===== src/rtl/axil_pkg.sv =====
// rtl/axil_pkg.sv - shared AXI response codes and command-master FSM states
package axil_pkg;

  localparam logic [1:0] RESP_OKAY   = 2'd0;
  localparam logic [1:0] RESP_EXOKAY = 2'd1;
  localparam logic [1:0] RESP_SLVERR = 2'd2;
  localparam logic [1:0] RESP_DECERR = 2'd3;

  typedef enum logic [2:0] {
    IDLE,
    WR_REQ,
    WR_RESP,
    RD_REQ,
    RD_DATA,
    RSP
  } state_t;

endpackage


===== src/rtl/axil_cmd_master.sv =====
// rtl/axil_cmd_master.sv - single-outstanding command to AXI-Lite master bridge
module axil_cmd_master
  import axil_pkg::*;
#(
  parameter int DATA_WIDTH = 32,
  parameter int ADDR_WIDTH = 8,
  parameter int RESP_WIDTH = 3
) (
  input  logic                    m3_axi_aclk,
  input  logic                    m3_axi_aresetn,
  input  logic                    cmd_valid,
  output logic                    cmd_ready,
  input  logic                    cmd_write,
  input  logic [ADDR_WIDTH-1:0]   cmd_addr,
  input  logic [DATA_WIDTH-1:0]   cmd_wdata,
  output logic                    rsp_valid,
  input  logic                    rsp_ready,
  output logic [DATA_WIDTH-1:0]   rsp_rdata,
  output logic [RESP_WIDTH-1:0]   rsp_resp,
  output logic [ADDR_WIDTH-1:0]   m3_axi_awaddr,
  output logic                    m3_axi_awvalid,
  input  logic                    m3_axi_awready,
  output logic [DATA_WIDTH-1:0]   m3_axi_wdata,
  output logic [DATA_WIDTH/8-1:0] m3_axi_wstrb,
  output logic                    m3_axi_wvalid,
  input  logic                    m3_axi_wready,
  input  logic [RESP_WIDTH-1:0]   m3_axi_bresp,
  input  logic                    m3_axi_bvalid,
  output logic                    m3_axi_bready,
  output logic [ADDR_WIDTH-1:0]   m3_axi_araddr,
  output logic                    m3_axi_arvalid,
  input  logic                    m3_axi_arready,
  input  logic [DATA_WIDTH-1:0]   m3_axi_rdata,
  input  logic [RESP_WIDTH-1:0]   m3_axi_rresp,
  input  logic                    m3_axi_rvalid,
  output logic                    m3_axi_rready
);

  state_t                state, state_nxt;
  logic                  ready_en;
  logic [ADDR_WIDTH-1:0] addr_q;
  logic [DATA_WIDTH-1:0] wdata_q;
  logic                  aw_done, w_done;
  logic                  accept, misaligned, aw_hs, w_hs;

  assign accept     = cmd_valid && cmd_ready;
  assign misaligned = |cmd_addr[1:0];
  assign aw_hs      = m3_axi_awvalid && m3_axi_awready;
  assign w_hs       = m3_axi_wvalid && m3_axi_wready;

  // ready_en keeps cmd_ready low while reset is held and rises on the first edge after release
  assign cmd_ready      = (state == IDLE) && ready_en;
  assign rsp_valid      = (state == RSP);
  assign m3_axi_awvalid = (state == WR_REQ) && !aw_done;
  assign m3_axi_wvalid  = (state == WR_REQ) && !w_done;
  assign m3_axi_bready  = (state == WR_RESP);
  assign m3_axi_arvalid = (state == RD_REQ);
  assign m3_axi_rready  = (state == RD_DATA);
  assign m3_axi_awaddr  = addr_q;
  assign m3_axi_araddr  = addr_q;
  assign m3_axi_wdata   = wdata_q;
  assign m3_axi_wstrb   = '1;

  always_ff @(posedge m3_axi_aclk or negedge m3_axi_aresetn) begin
    if (!m3_axi_aresetn) begin
      state <= IDLE;
    end else begin
      state <= state_nxt;
    end
  end

  always_comb begin
    state_nxt = state;
    case (state)
      IDLE: begin
        if (accept) begin
          if (misaligned)     state_nxt = RSP;
          else if (cmd_write) state_nxt = WR_REQ;
          else                state_nxt = RD_REQ;
        end
      end
      // aw and w complete independently; leave once both have handshaked
      WR_REQ:  if ((aw_done || aw_hs) && (w_done || w_hs)) state_nxt = WR_RESP;
      WR_RESP: if (m3_axi_bvalid) state_nxt = RSP;
      RD_REQ:  if (m3_axi_arready) state_nxt = RD_DATA;
      RD_DATA: if (m3_axi_rvalid) state_nxt = RSP;
      RSP:     if (rsp_ready) state_nxt = IDLE;
      default: state_nxt = IDLE;
    endcase
  end

  always_ff @(posedge m3_axi_aclk or negedge m3_axi_aresetn) begin
    if (!m3_axi_aresetn) begin
      ready_en  <= 1'b0;
      addr_q    <= '0;
      wdata_q   <= '0;
      aw_done   <= 1'b0;
      w_done    <= 1'b0;
      rsp_rdata <= '0;
      rsp_resp  <= '0;
    end else begin
      ready_en <= 1'b1;
      if (accept) begin
        addr_q    <= cmd_addr;
        wdata_q   <= cmd_wdata;
        aw_done   <= 1'b0;
        w_done    <= 1'b0;
        rsp_rdata <= '0;
        rsp_resp  <= misaligned ? RESP_WIDTH'(RESP_SLVERR) : RESP_WIDTH'(RESP_OKAY);
      end
      if (aw_hs) aw_done <= 1'b1;
      if (w_hs)  w_done  <= 1'b1;
      if (state == WR_RESP && m3_axi_bvalid) begin
        rsp_rdata <= '0;
        rsp_resp  <= m3_axi_bresp;
      end
      if (state == RD_DATA && m3_axi_rvalid) begin
        rsp_rdata <= m3_axi_rdata;
        rsp_resp  <= m3_axi_rresp;
      end
    end
  end

endmodule


===== config.mk =====
export PLATFORM = sky130hd
export DESIGN_NAME = axil_cmd_master
export DESIGN_NICKNAME = d
export VERILOG_FILES = /design/src/rtl/axil_pkg.sv /design/src/rtl/axil_cmd_master.sv
export SDC_FILE = /design/constraint.sdc
export NUM_CORES = 1
export LEC_CHECK = 0
export BUFFER_PORTS_ARGS = -buffer_cell sky130_fd_sc_hd__buf_2
export CAP_MARGIN = 20
export CORE_ASPECT_RATIO = 1.75
export CORE_MARGIN = 2
export CORE_UTILIZATION = 37
export CTS_CLUSTER_SIZE = 14
export DETAILED_ROUTE_END_ITERATION = 7
export PLACE_DENSITY = 0.65
export SYNTH_ARGS = -nofsm -noshare
export SYNTH_HDL_FRONTEND = slang
export SYNTH_SLANG_ARGS = --single-unit
export TNS_END_PERCENT = 100

===== constraint.sdc =====
create_clock -name m3_axi_aclk -period 4.11 [get_ports m3_axi_aclk]
set_input_delay 0.411 -clock m3_axi_aclk [delete_from_list [all_inputs] [get_ports m3_axi_aclk]]
set_output_delay 0.411 -clock m3_axi_aclk [all_outputs]
set_load 0.01 [all_outputs]

==> results.cfg <==
[timing]
fmax_mhz = 470
setup-violations-final = 0
final.period_utilization_pct = 51.8
worst_clock_skew_ns = 0.00582
max_slew.worst_pin.slew_ns = 0.875
hold_violations = 0
rsz0062_at_grt = false
max_slew_margin_pct = 41.7
fin_crit_ns = 2.13
setup_tns_ns = 0
fin_hold_ws_ns = 0.289
maxSlewViolCount = 0

[clocking]
clkTransAtPathRegs_ns = 0.06
htree_levels = 3
post_cts_buffers = 0
cts_tree = yes
cts-buffers-inserted = 9
cts_buffer_depth = 2
root_buffer = clkbuf_16
cts_num_sinks = 81
clock_latency_ns = 0.33

[setup_path]
r2r_start = state[0]
path_buf_inv = 0
critical_path_class = flop to flop
startpoint_type = flop
cp.depth = 3
cp.arrival_ns = 2.35
worstPathRequired_ns = 4.33
end_kind = flop
cp_slowest_cell = and3_2
crit_fanout = 38
slowest_delay_ns = 0.81
critical_path.endpoint = m3_axi_araddr[6]
crit_chain = nor3_2 > and3_2 > mux2_2
reg2regPathDepth = 3
startpoint = state[0]
path_delay_family = simple AND/OR/NAND/NOR gates
reg2reg_slack_ns = 1.98
r2r-end = m3_axi_araddr[6]

[logic_synthesis]
synth-async-reset-ratio_pct = 100
synth_flop_cell = dfrtp_1
synth_top_area_cell = dfrtp_1
yosysSeqAreaShare_pct = 61.1
ys_warn_count = 0
synth_cells = 227
yosysUniqueCellTypes = 34
yosysTopAreaCellShare_pct = 61.1
ys_ff_latch = 81
synthesis.area_um2 = 3320
synthTopCellsByCount = dfrtp_1, a22o_1, mux2_1, mux2_2, buf_4
synth_edf_count = 0
synth.most_common_cell = dfrtp_1
syn_area_per_cell_um2 = 14.6
synth_area_leaders = dfrtp_1, a22o_1, mux2_1

[final_layout]
drive_gt1_share_pct = 57.1
fin_nets = 484
diodes = 0
syn_to_final_growth_pct = 35.8
fillers = 797

[drt]
dr.first_iter.drc_count = 126
wl_um = 7820
drc_errors = 0
firstDrtPassIters = 4
vias = 2507
vias_per_cell = 4.84
ant_nets = 0
detail_route.wl_per_cell_um = 15.1

[worst_hold_path]
hp-class = input pin to flop

[die]
num_rows = 45
die_x_um = 75.6
die_h_um = 129
initial_utilization_pct = 38.2
core_area_um2 = 8670
ios = 182
dieArea_um2 = 9760

[placed_design]
port_buffers = 177
dp_hpwl_um = 5720
gp_congestion = 0.821

[global_routing]
grt.total_usage_pct = 16.1
grt_pass1_wl_um = 11600
grt_antenna_before_repair = 0
grt_overflow = 0
grt_pass1_vias = 2353
grt_start_max_net_pins = 82

[power]
ir_worst_vdd_v = 0.000512
total_power_mw = 3.73
p_per_area_nw_per_um2 = 828
p_leak_nw = 2.35

[flow_run]
drv_cap = 0

[status]
status = completed
## through the flow
step	util [%]	instances	setup WS (ns)	instance area (um2)
after floorplan	-	231	2.47	3330
after CTS	51.5	516	1.97	4470
after detailed placement	48.1	500	1.97	4170
final	51.9	518	1.98	4500
after global routing	51.9	518	1.84	4500
after global placement	48.1	500	2.02	4170
## layout make-up
type                            instances  area [um2]  share of cell area [%]
Multi-Input combinational cell        124        1100                    24.5
Clock inverter                          5        55.1                    1.22
Clock buffer                           11         243                    5.39
Sequential cell                        81        2030                    45.0
Tap cell                              117         146                    3.25
Inverter                                1        3.75                  0.0834
Timing Repair Buffer                  179         926                    20.6
## cell usage in the layout, fill, tap and decap left out, types with 4 or more instances in the layout
master     count
a22o_1        31
a22o_2         5
buf_2        176
clkbuf_16      9
conb_1         5
dfrtp_1       81
mux2_1        21
mux2_2        21
nand2_1        9
nor2_1         5
o21ai_0        4
## sequential cells by signal, summed over array words and instances (netlist names)
| signal | cells |
|---|---|
| m3_axi_wdata | 32 |
| w_done | 1 |
| ready_en | 1 |
| rsp_rdata | 32 |
| aw_done | 1 |
| rsp_resp | 3 |
| m3_axi_araddr | 8 |
| state | 3 |
## report_power, final
part	switching (mW)	leakage [nW]	internal, mW
sequential	0.232	1.01	1.20
combinational	0.773	1.20	0.737
clock	0.305	0.142	0.485
## per-layer routing
| metal | vias to the layer above | wire length, um | GRT usage [%] |
|---|---|---|---|
| met3 | 22 | 423 | 3.58 |
| met4 | 0 | 312 | 9.60 |
| met2 | 98 | 4200 | 27.0 |
| met5 | - | 0 | 0 |
| met1 | 1241 | 2880 | 18.0 |
| li1 | 1146 | - | - |
## worst min path at each step
stage / from / end / depth (start not counted)
after floorplan: m3_axi_aresetn / aw_done / 0
after CTS: m3_axi_rdata[15] / rsp_rdata[15] / 2
final: m3_axi_rdata[15] / rsp_rdata[15] / 2
after global placement: rsp_resp[0] / rsp_resp[0] / 1
after detailed placement: m3_axi_wdata[26] / m3_axi_wdata[26] / 1
after global routing: m3_axi_rdata[6] / rsp_rdata[6] / 2
## cells by family after synthesis
logic type | Yosys count | synth area share (%)
DFF | 81 | 61.1
buffers and inverters | 26 | 6.11
AOI/OAI and AO/OA | 48 | 12.5
and+or+nand+nor | 27 | 5.13
muxes | 44 | 15.0
other | 1 | 0.113
## worst register-to-register path, stage by stage, from the launching register on
cell,delay (ns)
dfrtp_1,0.50
nor3_2,0.28
and3_2,0.81
mux2_2,0.43
## timing repair
action / 4_1_cts / 5_1_grt
hold buffers: 0 / 1
hold endpoints to repair: 0 / 15
resized for setup: 0 / 0
No activity file was read; power rests on OpenSTA's default activity.
